`config.mk`:
```
export PLATFORM = sky130hd
export DESIGN_NAME = wb_regfile
export DESIGN_NICKNAME = d
export VERILOG_FILES = /design/src/rtl/wb_regfile.sv
export SDC_FILE = /design/constraint.sdc
export NUM_CORES = 1
export LEC_CHECK = 0
export BUFFER_PORTS_ARGS = -buffer_cell sky130_fd_sc_hd__clkbuf_2
export CAP_MARGIN = 20
export CORE_ASPECT_RATIO = 1.2
export CORE_UTILIZATION = 26
export DETAILED_ROUTE_END_ITERATION = 6
export PLACE_DENSITY_LB_ADDON = 0.08
export SYNTH_ARGS = -nofsm -noshare
export SYNTH_HDL_FRONTEND = slang
export SYNTH_SLANG_ARGS = --single-unit
```
`constraint.sdc`:
```
create_clock -name clk -period 1.93 [get_ports clk]
set_input_delay 0.0965 -clock clk [delete_from_list [all_inputs] [get_ports clk]]
set_output_delay 0.0965 -clock clk [all_outputs]
set_load 0.1 [all_outputs]
```
`src/rtl/wb_regfile.sv`:
```
// wb_regfile
// Write-back stage and architectural register file of the 16-bit pipeline.
// It selects the write-back result from the MEM/WB register outputs, commits
// it to the register array, serves two combinational decode read ports with
// same-cycle write-through bypass, and exports the write-back result to the
// execute-stage forwarding unit.
//
// Ports:
//   clk          clock; all state changes on posedge
//   reset        synchronous, active-high; clears every register
//   wb_sel       result select: 00 ALU, 01 shift, 10 memory, 11 link PC
//   wb_link_pc   return address for link instructions
//   wb_addr      destination register
//   wb_alu       ALU result
//   wb_shift     shifter result
//   wb_mem       data-memory read data
//   wb_regwrite  destination write enable
//   rd_addr_a/b  decode read port addresses
//   rd_data_a/b  decode read port data (combinational, bypassed)
//   fwd_data     selected write-back result
//   fwd_addr     destination register of fwd_data
//   fwd_valid    fwd_data will be committed at the next posedge
module wb_regfile #(
    parameter int DATA_W   = 16,
    parameter int ADDR_W   = 4,
    parameter int ZERO_REG = 1
) (
    input  logic              clk,
    input  logic              reset,
    input  logic [1:0]        wb_sel,
    input  logic [DATA_W-1:0] wb_link_pc,
    input  logic [ADDR_W-1:0] wb_addr,
    input  logic [DATA_W-1:0] wb_alu,
    input  logic [DATA_W-1:0] wb_shift,
    input  logic [DATA_W-1:0] wb_mem,
    input  logic              wb_regwrite,
    input  logic [ADDR_W-1:0] rd_addr_a,
    input  logic [ADDR_W-1:0] rd_addr_b,
    output logic [DATA_W-1:0] rd_data_a,
    output logic [DATA_W-1:0] rd_data_b,
    output logic [DATA_W-1:0] fwd_data,
    output logic [ADDR_W-1:0] fwd_addr,
    output logic              fwd_valid
);

    localparam int NUM_REGS = 1 << ADDR_W;

    logic [DATA_W-1:0] regs_q [NUM_REGS];
    logic [DATA_W-1:0] regs_d [NUM_REGS];

    logic [DATA_W-1:0] wb_result;
    logic              suppressed;
    logic              commit;

    // True when the address is r0 and r0 is hard-wired to zero.
    function automatic logic is_zero_reg(input logic [ADDR_W-1:0] addr);
        return (ZERO_REG != 0) && (addr == {ADDR_W{1'b0}});
    endfunction

    // One read port: hard zero for r0, bypass of the committing write,
    // otherwise the stored array contents.
    function automatic logic [DATA_W-1:0] read_port(
        input logic [ADDR_W-1:0] addr,
        input logic              bypass_en,
        input logic [ADDR_W-1:0] bypass_addr,
        input logic [DATA_W-1:0] bypass_data,
        input logic [DATA_W-1:0] stored
    );
        logic [DATA_W-1:0] value;
        if (is_zero_reg(addr)) begin
            value = {DATA_W{1'b0}};
        end else if (bypass_en && (addr == bypass_addr)) begin
            value = bypass_data;
        end else begin
            value = stored;
        end
        return value;
    endfunction

    // Write-back result selection; width-exact, no extension.
    always_comb begin
        wb_result = wb_alu;
        case (wb_sel)
            2'b00:   wb_result = wb_alu;
            2'b01:   wb_result = wb_shift;
            2'b10:   wb_result = wb_mem;
            2'b11:   wb_result = wb_link_pc;
            default: wb_result = wb_alu;
        endcase
    end

    // A write commits only outside reset and when not aimed at a hard-zero r0;
    // the same qualifier gates bypass and fwd_valid.
    always_comb begin
        suppressed = is_zero_reg(wb_addr);
        commit     = wb_regwrite & ~reset & ~suppressed;
    end

    // Next-state of the register array: reset clears, else commit one entry.
    always_comb begin
        for (int i = 0; i < NUM_REGS; i++) begin
            regs_d[i] = regs_q[i];
        end
        if (reset) begin
            for (int i = 0; i < NUM_REGS; i++) begin
                regs_d[i] = {DATA_W{1'b0}};
            end
        end else if (commit) begin
            regs_d[wb_addr] = wb_result;
        end else begin
            regs_d[wb_addr] = regs_q[wb_addr];
        end
    end

    // Register array state.
    always_ff @(posedge clk) begin
        for (int i = 0; i < NUM_REGS; i++) begin
            regs_q[i] <= regs_d[i];
        end
    end

    // Decode read ports with independent write-through bypass.
    always_comb begin
        rd_data_a = read_port(rd_addr_a, commit, wb_addr, wb_result, regs_q[rd_addr_a]);
        rd_data_b = read_port(rd_addr_b, commit, wb_addr, wb_result, regs_q[rd_addr_b]);
    end

    // Forwarding export to the execute stage.
    always_comb begin
        fwd_data  = wb_result;
        fwd_addr  = wb_addr;
        fwd_valid = commit;
    end

endmodule

```
# Word-level counts from Yosys, hierarchy flattened

Memory sizes are Yosys's and may differ from the RTL's.
Cells that the tools add are included.

Eq/ne operators: 5
Reduce and logical (&&, ||, !) cells: 7
Muxes and demuxes: 11
Bitwise logic cells: 5
$lt $le $gt $ge: 2

Operator list:

| kind                                                | count |
|---|---|
| bitwise mux 256 bit                                 | 2 |
| two-way mux 256 bit                                 | 2 |
| two-way mux 16 bit                                  | 5 |
| demux 16 bit (select 4 bit)                         | 1 |
| one-hot mux 16 bit (4 select lines)                 | 1 |
| zero test 4 bit                                     | 3 |
| == test 4 bit                                       | 2 |
| >= comparator 5 bit (second input constant)         | 1 |
| < comparator 5 x 1 -> 1 bit (second input constant) | 1 |
| inverter 4 -> 5 bit                                 | 1 |
| == test 2 bit (second input constant)               | 2 |
| logical AND 1 bit                                   | 3 |
| bitwise AND 1 bit                                   | 2 |
| == test 2 x 1 -> 1 bit (second input constant)      | 1 |
| zero test 2 bit                                     | 1 |
| inverter 1 bit                                      | 2 |

Output and inout port bits: 53
Bits in registers: 0
Memories: 1
Memory bits (writable): 256

Memories:

| memory | depth | bits a word | rd ports | clocked after memory_dff | write ports | RTL line | RTL |
|---|---|---|---|---|---|---|---|
| regs_q | 16    | 16          | 19       | 0                        | 16          | 48       | `logic [DATA_W-1:0] regs_q [NUM_REGS];` |

# Longest topological paths before layout

Gate-level depths: netlist of the first run.

Depth after elaboration: 8
Depth in mapped cells: 8

# Worst setup path after synthesis of the first run

OpenSTA, ideal clock, no wires.

Kind: input to output
Start: input wb_addr[1]
End: output rd_data_a[10]
Slack: -0.466 ns
Stages: 8
Buffers on the path: 4
Arrival: 2.300 ns
Cells stage by stage: buf_4 -> nor4_1 -> nor2_1 -> buf_4 -> buf_6 -> a21oi_2 -> buf_2 -> a22o_1

Cells in the longest elaborated chain, start to end: 6
Elaborated cells on any way between the ends: 7

RTL lines:

| what               | RTL line | RTL |
|---|---|---|
| start: declaration | 32       | `input logic [ADDR_W-1:0] wb_addr,` |
| zero test 4 bit    | 57       | `return (ZERO_REG != 0) && (addr == {ADDR_W{1'b0}});` |
| inverter 1 bit     | 96       | `commit = wb_regwrite & ~reset & ~suppressed;` |
| bitwise AND 1 bit  | 96       |  |
| net fwd_valid      | 43       | `output logic fwd_valid` |
| logical AND 1 bit  | 72       | `end else if (bypass_en && (addr == bypass_addr)) begin` |
| two-way mux 16 bit | 72       |  |
| two-way mux 16 bit | 70       | `if (is_zero_reg(addr)) begin` |
| end: declaration   | 39       | `output logic [DATA_W-1:0] rd_data_a,` |

The timed path passes the listed nets, and every way through them passes these cells.

==> run metrics, run 1 <==
sequential-to-total area share from yosys stat 32.4%; maximum number of pins on one net before global-route repair 138; xor/xnor share of the synthesized area 0.443%; cell taking the most area after synthesis sky130_fd_sc_hd__dfxtp_1; post-synthesis mux area share 29.1%; via count normalized by instance count 5.56; number of synthesized register bits 256; Avg Cell Area, Syn 10.9 µm²; Vias 13800; DP HPWL 48.1 mm; setup ws final -0.457 ns; number of routed nets with antenna violations 0; Clk Latency, worst-skew pair 0.58 ns; DRT Wirelength 65.1 mm; share of synthesized cell area in full adder, half adder and majority cells 0%; total setup violations reported at the end of the flow 32; summed area of non-filler cells in the final layout 21800 µm²; clock sink total 256; arrival time reported for the critical path endpoint 2.29 ns; startpoint type of the worst setup path register; synthesized-area fraction occupied by and/or/nand/nor cells 10.5%; maximum achievable frequency 419 MHz; area of the placeable core 59800 µm²; initial antenna violation count 1; Reg clk slew, reported paths 0.06 ns; biggest area contributors in the synthesized netlist sky130_fd_sc_hd__dfxtp_1, sky130_fd_sc_hd__mux4_2, sky130_fd_sc_hd__a311oi_1, sky130_fd_sc_hd__a211oi_1, sky130_fd_sc_hd__nor2_1; main combinational cell family by area after synthesis multiplexers; DRC violation count after routing 0; number of violations reported at the end of detailed-routing iteration 0 1000; area share of the largest cell type after synthesis 32.4%; area growth from synthesis to final layout 38.2%; power density over the cells 712 nW/µm²; max reg flops 256; required time reported for the critical path endpoint 1.83 ns; post-synthesis instance area 15800 µm²; initial standard-cell utilization of the core 26.4%; failing checks negative setup slack; Max Root-Sink Buffers 3; synthesized instance count 1445; Maximum Capacitance Violations 0; WHS Path Cells 3; number of enable flip-flop cells after synthesis 0; horizontal extent of the die 227 µm; number of buffer cells added on primary ports 133; synthesized netlist net count 1526; Max-Slew Margin vs Limit 23.4%; Layout Skew 0.00916 ns; IR drop worst, VDD 0.641 mV; Cell Rows 98; area post-placement 20300 µm²; static leakage 7.61 nW; number of synthesis warnings 0; hold violation total from the final report 0; period utilisation layout 124%; Worst Path Class, Setup register to output pin; number of primary I/O pins 134; depth of the worst register-to-register path 6; clock tree from TritonCTS done; type of element capturing the critical path output pin; clock tree root driver cell sky130_fd_sc_hd__clkbuf_16; area fraction in compound gates after synthesis 21.4%; minimum clock period 2.39 ns; biggest fanout along the worst timing path 4; Top reg by flops regs_q; Hold Crit Class primary input to register; wire length of the first global-routing pass 96.6 mm; Global Route Usage Sum 21.2%; pins over their slew limit 0; total congestion overflow 0; GPL Wtd Cong 0.837; share of layout cells above drive strength 1 52.6%; area enclosed by the die boundary 61800 µm²; vias in the first global route 13700; top flop regs regs_q: 256 flops; FFs w/ async S/R, synth 0%; number of detailed-route iterations in the first pass 5; placed instance count 2413; die outline height 272 µm; transition at the pin with the smallest max-transition slack 1.15 ns; Avg WL per Cell 26.3 µm; Finished Layout Cells 2476; most used flip-flop cell after synthesis sky130_fd_sc_hd__dfxtp_1; RSZ-0062 raised after global routing true; H-Tree Level Count 1; status finished with violations; final cell utilization of the core 36.5%; total number of nets in the final design 1733; Distinct cells, synth 31; clock buffers created by TritonCTS 31
-- cells in the mapped netlist, drive strengths merged, types with 8 or more instances --
library cell	count
clkbuf	96
nand3	16
nand2	34
nor2b	28
a211oi	128
xor2	8
nor2	256
buf	84
and3	16
dfxtp	256
mux2i	64
a221oi	16
a311oi	112
mux4	176
a22o	32
a22oi	96
-- worst paths after layout --
kind,start,end,slack (ns)
max,regs_q[13][13],rd_data_a[13],-0.46
min,reset,regs_q[0][3],0.04
max reg2reg,regs_q[11][13],regs_q[4][13],0.09
min reg2reg,regs_q[0][9],regs_q[0][9],0.49
-- placed cells by master (no fill, tap or decap), types with 3 or more instances in the layout --
cell type,count
sky130_fd_sc_hd__nand2_1,25
sky130_fd_sc_hd__clkbuf_2,79
sky130_fd_sc_hd__a311oi_1,112
sky130_fd_sc_hd__nand3_2,10
sky130_fd_sc_hd__mux2i_1,64
sky130_fd_sc_hd__and2_1,7
sky130_fd_sc_hd__clkbuf_1,3
sky130_fd_sc_hd__nor2b_1,25
sky130_fd_sc_hd__a22o_4,23
sky130_fd_sc_hd__dfxtp_2,74
sky130_fd_sc_hd__buf_4,165
sky130_fd_sc_hd__a22oi_2,52
sky130_fd_sc_hd__dfxtp_1,181
sky130_fd_sc_hd__mux4_2,176
sky130_fd_sc_hd__a22o_2,9
sky130_fd_sc_hd__a211oi_2,80
sky130_fd_sc_hd__nand2b_1,5
sky130_fd_sc_hd__xor2_1,8
sky130_fd_sc_hd__nor2_1,244
sky130_fd_sc_hd__clkbuf_16,31
sky130_fd_sc_hd__nor4_1,5
sky130_fd_sc_hd__buf_12,108
sky130_fd_sc_hd__a221oi_4,15
sky130_fd_sc_hd__nand2_2,9
sky130_fd_sc_hd__nor2b_2,3
sky130_fd_sc_hd__a21oi_2,3
sky130_fd_sc_hd__and3_1,16
sky130_fd_sc_hd__a22oi_1,44
sky130_fd_sc_hd__clkinv_2,8
sky130_fd_sc_hd__clkbuf_8,6
sky130_fd_sc_hd__nor3_2,4
sky130_fd_sc_hd__bufinv_16,4
sky130_fd_sc_hd__nor2_4,10
sky130_fd_sc_hd__nand3_1,6
sky130_fd_sc_hd__a211oi_1,48
-- worst max-delay path: stages, from the launching register on --
cell and delay, ns:
sky130_fd_sc_hd__dfxtp_2 0.33, sky130_fd_sc_hd__mux4_2 0.51, sky130_fd_sc_hd__a22oi_2 0.26, sky130_fd_sc_hd__buf_4 0.17, sky130_fd_sc_hd__nand2_2 0.04, sky130_fd_sc_hd__a22o_4 0.24, sky130_fd_sc_hd__buf_12 0.16
-- through the flow --
stage	setup WS [ns]	hold slack (ns)	setup TNS, ns	total power, W
final	-0.457	0.0435	-9.86	0.0155
after global routing	-0.492	0.0894	-12.25	0.0161
after CTS	-0.490	0.0945	-11.20	0.0157
after detailed placement	-0.308	0.490	-15.32	0.00943
after global placement	-0.222	0.488	-15.29	0.00941
after floorplan	-0.145	0.405	-8.38	0.00794
-- logic make-up after synthesis --
logic type,Yosys count
AO/OA/AOI/OAI,387
multiplexers,240
buffers and inverters,180
AND/OR/NAND/NOR,374
flip-flops,256
XOR/XNOR,8
-- timing repair --
item | CTS | global route
resized for setup | 110 | 32
hold buffers | 0 | 0
pin swaps | 75 | 15
buffers inserted | 11 | 0
setup endpoints to repair | 32 | 32
-- final cells by class --
cell class / instances / area [µm²]
multi-input combinational: 1009 / 10700
clock inverter: 16 / 194
fill: 5892 / 38000
tap: 800 / 1000
sequential: 256 / 5220
timing repair buffer: 354 / 3820
clock buffer: 40 / 870
antenna: 1 / 2.50
-- metal layers --
layer / GRT usage, % / up-vias / wire [µm]
li1: - / 6201 / -
met1: 29.4 / 7048 / 29100
met2: 33.9 / 422 / 30900
met3: 2.41 / 90 / 3000
met4: 7.17 / 0 / 2170
met5: 0 / - / 0
-- report_power, final --
group,total [W],internal [W],switching [W]
clock network,0.00618,0.00370,0.00248
registers,0.00566,0.00547,0.000187
logic,0.00371,0.00153,0.00218
(Power assumes the default switching activity.)
==> inputs of run 2 (changes only) <==
--- a/config.mk
+++ b/config.mk
@@ -8,7 +8,7 @@
 export BUFFER_PORTS_ARGS = -buffer_cell sky130_fd_sc_hd__clkbuf_2
 export CAP_MARGIN = 20
 export CORE_ASPECT_RATIO = 1.2
-export CORE_UTILIZATION = 26
+export CORE_UTILIZATION = 30
 export DETAILED_ROUTE_END_ITERATION = 6
 export PLACE_DENSITY_LB_ADDON = 0.08
 export SYNTH_ARGS = -nofsm -noshare
==> run 2 against run 1 <==
  * The flow still finishes with violations (negative setup slack)
  * Die area shrank 13%
  * Critical endpoint is now rd_data_b[4]
  * Clock power grew 3.9%
  * Hold slack gained 0.015 ns
  * Register-to-register slack gained 0.04 ns
  * Highest routed layer unchanged
  * Sequential cell count is the same
  * Critical path depth is the same
  * Routed wire length grew 0.32%
==> run metrics, run 2 (synthesis results as in run 1) <==
status finished with violations; failing checks negative setup slack; H-Tree Level Count 1; Worst Path Class, Setup register to output pin; required time reported for the critical path endpoint 1.83 ns; die outline height 253 µm; maximum achievable frequency 432 MHz; number of detailed-route iterations in the first pass 5; count of inserted antenna diode cells 0; FF/Latch Area 5250 µm²; hold violation total from the final report 0; via count normalized by instance count 5.78; share of layout cells above drive strength 1 55.1%; period utilisation layout 120%; transition at the pin with the smallest max-transition slack 1.09 ns; Hold Crit Class primary input to register; max reg flops 256; Reg clk slew, reported paths 0.06 ns; Max-Slew Margin vs Limit 27.4%; vias in the first global route 14000; Avg WL per Cell 27.2 µm; Finished Layout Cells 2399; placed instance count 2319; setup ws final -0.386 ns; maximum number of pins on one net before global-route repair 132; GPL Wtd Cong 0.864; critical register-to-register path endpoint regs_q[4][4]; pins over their slew limit 0; number of buffer cells added on primary ports 133; DRT Wirelength 65.3 mm; horizontal extent of the die 212 µm; end point of the worst hold path regs_q[0][3]; static leakage 7.85 nW; clock tree root driver cell sky130_fd_sc_hd__clkbuf_16; worst hold margin 0.0583 ns; area of the placeable core 51700 µm²; total congestion overflow 0; type of element capturing the critical path output pin; top flop regs regs_q: 256 flops; initial standard-cell utilization of the core 30.6%; area growth from synthesis to final layout 40.0%; most frequent cells in the layout sky130_fd_sc_hd__nor2_1, sky130_fd_sc_hd__buf_4, sky130_fd_sc_hd__mux4_2, sky130_fd_sc_hd__dfxtp_1, sky130_fd_sc_hd__buf_12; area enclosed by the die boundary 53600 µm²; RSZ-0062 raised after global routing true; depth of the worst register-to-register path 6; DP HPWL 46.6 mm; DRC violation count after routing 0; Clk Latency, worst-skew pair 0.60 ns; reg-to-reg critical path startpoint regs_q[10][4]; Maximum Capacitance Violations 0; arrival time reported for the critical path endpoint 2.22 ns; Cell Rows 91; Max Root-Sink Buffers 3; Hold Crit Start reset; CTS Hold Bufs 0; biggest fanout along the worst timing path 3; final total power 0.0159 W; startpoint type of the worst setup path register; minimum clock period 2.32 ns; slack of the worst reg-to-reg path 0.13 ns; initial antenna violation count 1; Vias 13900; Setup TNS Final -9.74 ns; clock tree from TritonCTS done; number of violations reported at the end of detailed-routing iteration 0 1069; Top reg by flops regs_q; clock buffers created by TritonCTS 31; most common cell after layout, fill and taps aside sky130_fd_sc_hd__nor2_1; area of the multi-input gates 10800 µm²; IR drop worst, VDD 0.505 mV; Filler Cell Count 4908; total setup violations reported at the end of the flow 32; power density over the cells 718 nW/µm²; wire length of the first global-routing pass 96.0 mm; Global Route Usage Sum 24.4%; total number of nets in the final design 1758; WHS Path Cells 3; number of primary I/O pins 134; Layout Skew 0.0125 ns; clock sink total 256; number of routed nets with antenna violations 0
-- run 2: cell count changes in the layout (fill, tap and decap cells not counted), moves of 4 or more --
cell and delta:
sky130_fd_sc_hd__buf_6 +4, sky130_fd_sc_hd__nand2_2 +6, sky130_fd_sc_hd__clkbuf_1 +5, sky130_fd_sc_hd__buf_4 +15, sky130_fd_sc_hd__nand2_1 -8, sky130_fd_sc_hd__a22o_4 +6
sky130_fd_sc_hd__a22o_2 -6, sky130_fd_sc_hd__buf_12 +6, sky130_fd_sc_hd__dfxtp_2 +25, sky130_fd_sc_hd__dfxtp_1 -24
-- run 2: worst max path at each step --
stage | from | endpoint | slack, ns
after floorplan | wb_addr[1] | rd_data_a[10] | -0.14
after detailed placement | rd_addr_a[0] | rd_data_a[3] | -0.19
after global routing | regs_q[3][10] | rd_data_a[10] | -0.43
after global placement | rd_addr_a[2] | rd_data_a[1] | -0.19
final | regs_q[13][4] | rd_data_b[4] | -0.39
after CTS | regs_q[13][4] | rd_data_b[4] | -0.41
-- run 2: metrics by stage --
step / util [%] / cell area (µm²) / worst slack [ns]
after floorplan: - / 16400 / -0.145
after global routing: 42.8 / 22100 / -0.430
after detailed placement: 39.3 / 20300 / -0.189
after CTS: 42.5 / 22000 / -0.405
after global placement: 39.3 / 20300 / -0.192
final: 42.8 / 22100 / -0.386
-- run 2: metal layers --
| layer | track usage (%) | part of all wire, % | vias to the layer above |
|---|---|---|---|
| met5 | 0 | 0 | - |
| met4 | 8.70 | 3.5 | 0 |
| met3 | 2.60 | 4.1 | 89 |
| met2 | 41.1 | 49 | 407 |
| met1 | 32.2 | 43 | 7117 |
| li1 | - | - | 6251 |
-- run 2: power by group --
part           leakage, nW  internal, W  switching [W]
registers             2.13      0.00547       0.000177
clock network        0.540      0.00394        0.00248
logic                 5.19      0.00159        0.00221
total                 7.85       0.0110        0.00487
-- run 2: final cells by class --
cell class              count  area share (%)
multi-input cells        1009            48.8
flip-flops and latches    256            23.7
repair buffers            379            18.5
clock buffers              44            3.95
well taps                 697            3.94
clock inverters            14            1.02
-- run 2: critical path: stages (launching register included) --
cell and delay [ns]:
sky130_fd_sc_hd__dfxtp_2 0.34, sky130_fd_sc_hd__mux4_2 0.47, sky130_fd_sc_hd__a22oi_2 0.19, sky130_fd_sc_hd__buf_4 0.17, sky130_fd_sc_hd__nand2_4 0.05, sky130_fd_sc_hd__a22o_4 0.23, sky130_fd_sc_hd__buf_12 0.16
-- run 2: what timing repair did --
action | CTS | global route
pin swaps | 83 | 29
gates resized for setup | 142 | 43
endpoints found under the hold margin | 0 | 0
buffers inserted | 22 | 1
endpoints found under the setup margin | 32 | 32
